$ cat src/rtl/game_pkg.sv
`default_nettype none
// ============================================================================
//  Package     : game_pkg
//  Description : Shared play-field geometry and the alien bomb state
//                encoding. Used by the bomb, player bullet and VGA
//                formatter blocks.
//  Revision    : 1.0 - initial release
// ============================================================================
package game_pkg;

  // Play-field grid geometry
  localparam int X_W = 5;                 // column index width
  localparam int Y_W = 4;                 // row index width
  localparam logic [Y_W-1:0] Y_MAX = 4'd15;  // bottom row of the screen

  // Bomb controller states
  typedef enum logic [1:0] {
    BOMB_IDLE = 2'd0,
    BOMB_FALL = 2'd1,
    BOMB_BOOM = 2'd2
  } bomb_state_e;

  // Larger of two integers, for sizing counters shared by two periods
  function automatic int max_int(input int a, input int b);
    return (a > b) ? a : b;
  endfunction

endpackage : game_pkg
`default_nettype wire

$ cat src/rtl/bomb_step_timer.sv
`default_nettype none
// ============================================================================
//  Module      : bomb_step_timer
//  Description : Enable-gated modulo counter. Counts 0..last_i and wraps,
//                with a terminal-count strobe while the count equals last_i.
//                load_zero_i (when enabled) and clr_i (always) force 0.
//  Ports       : clk         - system clock
//                reset       - asynchronous active-low reset
//                clr_i       - synchronous clear, ignores enable
//                en_i        - count enable; 0 holds the count
//                load_zero_i - restart the count at 0 on the next enabled edge
//                last_i      - terminal value (period - 1)
//                tc_o        - high while the count sits at last_i
//  Revision    : 1.0 - initial release
// ============================================================================
module bomb_step_timer #(
  parameter int WIDTH = 24
) (
  input  logic             clk,
  input  logic             reset,
  input  logic             clr_i,
  input  logic             en_i,
  input  logic             load_zero_i,
  input  logic [WIDTH-1:0] last_i,
  output logic             tc_o
);

  logic [WIDTH-1:0] count_q;
  logic [WIDTH-1:0] count_d;

  assign tc_o = (count_q == last_i);

  always_comb begin
    count_d = count_q;
    if (en_i) begin
      if (load_zero_i || tc_o) begin
        count_d = '0;
      end else begin
        count_d = count_q + WIDTH'(1);
      end
    end
  end

  always_ff @(posedge clk or negedge reset) begin
    if (!reset) begin
      count_q <= '0;
    end else if (clr_i) begin
      count_q <= '0;
    end else begin
      count_q <= count_d;
    end
  end

endmodule : bomb_step_timer
`default_nettype wire

$ cat src/rtl/alien_bomb.sv
`default_nettype none
// ============================================================================
//  Module      : alien_bomb
//  Description : Single alien bomb. Released from an alien cell, falls one
//                row every FALL_PERIOD enabled cycles, and ends by being
//                intercepted by the player bullet, hitting the ship (then
//                exploding for BOOM_CYCLES) or leaving the bottom row.
//  Ports       : clk, reset (async, active-low), clr (sync clear), enable
//                drop/dropX/dropY        - release request and alien cell
//                shipX                   - ship column (ship row = SHIP_ROW)
//                bulletFlying/X/Y        - player bullet
//                falling/exploding       - bomb status
//                bombX/bombY             - bomb cell
//                shipHit/intercepted     - one-cycle event pulses
//  Revision    : 1.0 - initial release
// ============================================================================
module alien_bomb
  import game_pkg::*;
#(
  parameter int FALL_PERIOD = 12000000,
  parameter int BOOM_CYCLES = 6000000,
  parameter int SHIP_ROW    = 14
) (
  input  logic           clk,
  input  logic           reset,
  input  logic           clr,
  input  logic           enable,
  input  logic           drop,
  input  logic [X_W-1:0] dropX,
  input  logic [Y_W-1:0] dropY,
  input  logic [X_W-1:0] shipX,
  input  logic           bulletFlying,
  input  logic [X_W-1:0] bulletX,
  input  logic [Y_W-1:0] bulletY,
  output logic           falling,
  output logic           exploding,
  output logic [X_W-1:0] bombX,
  output logic [Y_W-1:0] bombY,
  output logic           shipHit,
  output logic           intercepted
);

  // One counter serves both the fall step and the explosion hold
  localparam int CNT_MAX = max_int(FALL_PERIOD, BOOM_CYCLES);
  localparam int CW      = ($clog2(CNT_MAX) < 1) ? 1 : $clog2(CNT_MAX);

  localparam logic [CW-1:0]  FALL_LAST  = CW'(FALL_PERIOD - 1);
  localparam logic [CW-1:0]  BOOM_LAST  = CW'(BOOM_CYCLES - 1);
  localparam logic [Y_W-1:0] SHIP_ROW_Y = Y_W'(SHIP_ROW);

  bomb_state_e    state_q;
  logic           falling_q;
  logic           exploding_q;
  logic [X_W-1:0] bombx_q;
  logic [Y_W-1:0] bomby_q;
  logic           shiphit_q;
  logic           intercepted_q;

  logic           intercept_d;
  logic           hit_d;
  logic           timer_zero_d;
  logic [CW-1:0]  timer_last_d;
  logic           timer_tc;

  // Collision checks use the registered bomb position; the bullet wins
  // over the ship when both line up on the same edge.
  always_comb begin
    intercept_d  = (state_q == BOMB_FALL) && bulletFlying &&
                   (bulletX == bombx_q) && (bulletY == bomby_q);
    hit_d        = (state_q == BOMB_FALL) && !intercept_d &&
                   (bomby_q == SHIP_ROW_Y) && (bombx_q == shipX);
    // Counter parks at 0 while idle so a fresh drop starts a full period,
    // and restarts when the bomb leaves FALL by collision.
    timer_zero_d = (state_q == BOMB_IDLE) || intercept_d || hit_d;
    timer_last_d = (state_q == BOMB_BOOM) ? BOOM_LAST : FALL_LAST;
  end

  bomb_step_timer #(
    .WIDTH (CW)
  ) u_timer (
    .clk         (clk),
    .reset       (reset),
    .clr_i       (clr),
    .en_i        (enable),
    .load_zero_i (timer_zero_d),
    .last_i      (timer_last_d),
    .tc_o        (timer_tc)
  );

  always_ff @(posedge clk or negedge reset) begin
    if (!reset) begin
      state_q       <= BOMB_IDLE;
      falling_q     <= 1'b0;
      exploding_q   <= 1'b0;
      bombx_q       <= '0;
      bomby_q       <= '0;
      shiphit_q     <= 1'b0;
      intercepted_q <= 1'b0;
    end else if (clr) begin
      state_q       <= BOMB_IDLE;
      falling_q     <= 1'b0;
      exploding_q   <= 1'b0;
      bombx_q       <= '0;
      bomby_q       <= '0;
      shiphit_q     <= 1'b0;
      intercepted_q <= 1'b0;
    end else begin
      // Event pulses last one cycle and are never raised while frozen
      shiphit_q     <= 1'b0;
      intercepted_q <= 1'b0;
      if (enable) begin
        case (state_q)
          BOMB_IDLE: begin
            // An alien on the bottom row has nowhere to drop into
            if (drop && (dropY != Y_MAX)) begin
              bombx_q   <= dropX;
              bomby_q   <= dropY + Y_W'(1);
              falling_q <= 1'b1;
              state_q   <= BOMB_FALL;
            end
          end
          BOMB_FALL: begin
            if (intercept_d) begin
              intercepted_q <= 1'b1;
              falling_q     <= 1'b0;
              bombx_q       <= '0;
              bomby_q       <= '0;
              state_q       <= BOMB_IDLE;
            end else if (hit_d) begin
              shiphit_q   <= 1'b1;
              falling_q   <= 1'b0;
              exploding_q <= 1'b1;
              state_q     <= BOMB_BOOM;
            end else if (timer_tc) begin
              if (bomby_q == Y_MAX) begin
                // Fell off the bottom without touching anything
                falling_q <= 1'b0;
                bombx_q   <= '0;
                bomby_q   <= '0;
                state_q   <= BOMB_IDLE;
              end else begin
                bomby_q <= bomby_q + Y_W'(1);
              end
            end
          end
          BOMB_BOOM: begin
            if (timer_tc) begin
              exploding_q <= 1'b0;
              bombx_q     <= '0;
              bomby_q     <= '0;
              state_q     <= BOMB_IDLE;
            end
          end
          default: begin
            state_q <= BOMB_IDLE;
          end
        endcase
      end
    end
  end

  assign falling     = falling_q;
  assign exploding   = exploding_q;
  assign bombX       = bombx_q;
  assign bombY       = bomby_q;
  assign shipHit     = shiphit_q;
  assign intercepted = intercepted_q;

endmodule : alien_bomb
`default_nettype wire

$ cat config.mk
export PLATFORM = sky130hd
export DESIGN_NAME = alien_bomb
export DESIGN_NICKNAME = d
export VERILOG_FILES = /design/src/rtl/game_pkg.sv /design/src/rtl/bomb_step_timer.sv /design/src/rtl/alien_bomb.sv
export SDC_FILE = /design/constraint.sdc
export NUM_CORES = 1
export LEC_CHECK = 0
export CELL_PAD_IN_SITES_DETAIL_PLACEMENT = 0
export CELL_PAD_IN_SITES_GLOBAL_PLACEMENT = 1
export CORE_UTILIZATION = 37
export DETAILED_ROUTE_END_ITERATION = 7
export HOLD_SLACK_MARGIN = 0.05
export PLACE_DENSITY_LB_ADDON = 0.1
export SLEW_MARGIN = 20
export SYNTH_ARGS = -nofsm -noshare
export SYNTH_HDL_FRONTEND = slang
export SYNTH_SLANG_ARGS = --single-unit
$ cat constraint.sdc
create_clock -name clk -period 2.6 [get_ports clk]
set_input_delay 0.52 -clock clk [delete_from_list [all_inputs] [get_ports clk]]
set_output_delay 0.52 -clock clk [all_outputs]
set_load 0.02 [all_outputs]
==> out/metrics.csv <==
stage;metric;value;unit
routing;routed-via-count;2669;
pwr;p_per_area;563;mW/mm2
global_routing;grt_overflow_total;0;
finish;nFillCells;648;
clock_network;h-tree-depth;2;
finish;multi_input_comb_area;0.00164;mm2
floorplanning;rows;30;
routing;viasPerCell;5.42;
global_routing;antenna_found_initial;0;
routing;post_drt_wl_per_cell;15.3;um
timing;worstMarginPinSlew;932;ps
synth;yosysTopAreaCell;dfrtp_1;
clock_network;cts_tree;yes;
timing;clock.fmax;395;MHz
timing;max-slew-margin-rel;37.9;%
floorplanning;die_w;86.0;um
setup_path;critPathLaunchType;input port;
pwr;leakage;1.72;nW
setup_path;worstSetupEndpointType;register;
synth;synth_area_leaders;dfrtp_1 (37%), nand3_1 (3.8%), nand2_1 (3.6%);
setup_path;worst-setup-path-type;in2reg;
setup_path;path_buf_inv;2;
routing;drtIter0Drc;155;
floorplanning;dieArea;0.00739;mm2
place;portBuffers;41;
status;outcome;finished, final reports clean;
pwr;peakVddDrop;0.000281;V
place;hpwl;5280;um
clock_network;insertion_delay;310;ps
min_path;worstHoldPathType;in2async;
global_routing;grt_pass1_vias;2541;
setup_path;crit_family;compound AO/OA/AOI/OAI gates;
finish;fin_util;56.4;%
finish;seqCellArea;976;um2
finish;area_growth;46.9;%
synth;synth_area;0.00261;mm2
timing;min_period_over_period;97.3;%
clock_network;cts_buffer_depth;2;
synth;synth-edff-count;0;
synth;ys_types;62;
synth;yosysWarnings;0;
timing;finalWorstSetupSlack;69.1;ps
synth;ys_seq_area_share;37.4;%
timing;layout_min_cycle_time;2530;ps
synth;syn-mean-instance-area;8.96;um2
routing;drt_wl_total;7520;um
finish;drive_above_1_share;27.3;%
timing;hold_ws;347;ps
synth;synth_nets;327;
clock_network;ctsHoldBuffers;0;
floorplanning;dieHeight;86.0;um
place;place_ws;-425;ps
floorplanning;pin_count;42;
flow_run;max-cap-violations;0;
floorplanning;core_area;0.00679;mm2
timing;setup_viol;0;
pwr;finalPower;0.00216;W
clock_network;numCtsBuffers;5;
finish;antenna_cells;0;
synth;synth_top_area_share;37.4;%
place;gp_congestion;0.800;
global_routing;grt_start_max_net_pins;40;
timing;rsz0062_at_grt;true;
global_routing;grt_util_all_layers;21.3;%
setup_path;critPathMaxStageDelay;480;ps
setup_path;worstPathRequired;2790;ps
routing;first_pass_iters;4;
timing;hold_violations;0;
setup_path;critPathLaunch;bulletFlying;
synth;ys.flop_type;dfrtp_1;
clock_network;clkTransAtPathRegs;100;ps
setup_path;crit_fanout;5;
synth;synth_cells;291;
synth;ys_ff_latch;39;
timing;slew_viol_final;0;
setup_path;slowest_stage;clkdlybuf4s50_1;
global_routing;grt_pass1_wl;12500;um
routing;drcViolationCount;0;
timing;setup_tns;0;ps
finish;nets;431;
synth;async_flop_share;100;%
setup_path;timing.rr.start;bombY[1];
clock_network;cts.sinks;39;
timing;clock_skew;16.3;ps
setup_path;critPathArrivalTime;2720;ps
routing;ant_nets;0;
floorplanning;start_util;38.4;%
clock_network;root_buffer;clkbuf_8;
setup_path;path_cells;clkdlybuf4s50_1, nand2_2, or4_4, buf_6, o31ai_4, a211oi_2, a221o_1, a22o_1;
final timing paths:
kind	end	slack, ps	depth (start not counted)
min in group clk	u_timer.count_q[14]	530	1
hold / removal	bombY[1]	350	1
setup / recovery	bombX[1]	70	8
hold reg to reg	u_timer.count_q[14]	530	1
setup reg to reg	bombX[1]	80	7
max in group asynchronous	u_timer.count_q[11]	1660	1
repair_timing:
item,4_1_cts,5_1_grt
buffers inserted,5,8
setup endpoints to repair,12,30
gates cloned,0,2
resized for setup,15,21
pin swaps,11,14
cell usage after synthesis, drive strengths merged (2+ instances only):
cell type and number:
nor3b 5, a22o 7, o22ai 2, a41oi 5, o21ai 19, nor2b 5
nor2 15, a2111oi 2, o32ai 2, o2bb2ai 2, o31ai 2, or3 5
a31oi 9, and3 6, a221o 3, nand2 26, nand3 20, and4 2
nand4 4, ha 7, o211ai 3, clkbuf 4, inv 15, xnor2 6
a21o 7, nor3 12, a21oi 14, a211o 2, or4 2, xor2 10
and4bb 2, and2 2, buf 8, dfrtp 39
registers in the layout, indices dropped and copies added, names as in the netlist:
signal / flops
bombX: 5
state_q: 2
exploding: 1
intercepted: 1
bombY: 4
u_timer.count_q: 24
falling: 1
shipHit: 1
metal layers:
layer  vias up  routed length, um  part of all wire [%]  track usage [%]
li1       1302                  -                     -                -
met1      1300               3830                    51             32.1
met2        60               3390                    45             32.3
met3         7                244                   3.2             3.27
met4         0                 62                  0.82             4.39
met5         -                  0                     0                0
cell usage in the layout, fill, tap and decap left out, types with 6 or more instances in the layout:
cell and count:
buf_4 61, dfrtp_1 39, clkdlybuf4s50_1 30, nand2_1 25
nand3_1 19, o21ai_0 17, inv_1 14, nor2_1 14
a21oi_1 14, nor3_1 11, xor2_1 9, a31oi_1 9
a21o_1 7, a22o_1 7, dlygate4sd2_1 6
where the power goes:
part	internal [W]	switching [W]
Combinational	0.000536	0.000487
Clock	0.000187	0.000243
Sequential	0.000654	0.0000521
cell type report:
class,count,share of cell area (%)
inverters,15,1.47
clock inverters,3,0.522
flip-flops and latches,39,25.5
multi-input cells,226,42.7
clock buffers,5,1.80
well taps,96,3.13
repair buffers,108,24.9
cells by family (layout without fill, tap and decap cells):
| family | after synthesis | in the layout | synth area share [%] |
|---|---|---|---|
| AO/OA/AOI/OAI | 88 | 88 | 24.7 |
| XOR/XNOR | 16 | 16 | 5.37 |
| adder cells (fa/ha/maj) | 7 | 7 | 3.36 |
| buffers and inverters | 27 | 131 | 4.60 |
| flip-flops | 39 | 39 | 37.4 |
| multiplexers | 1 | 1 | 0.384 |
| AND/OR/NAND/NOR | 113 | 114 | 24.2 |
stage by stage:
stage | cell area [um2] | std cells
2_1_floorplan | 2610 | 291
3_3_place_gp | 3490 | 470
3_5_place_dp | 3490 | 470
4_1_cts | 3660 | 483
5_1_grt | 3830 | 492
6_report | 3830 | 492
Note: power is estimated with default switching activity, not from simulation.
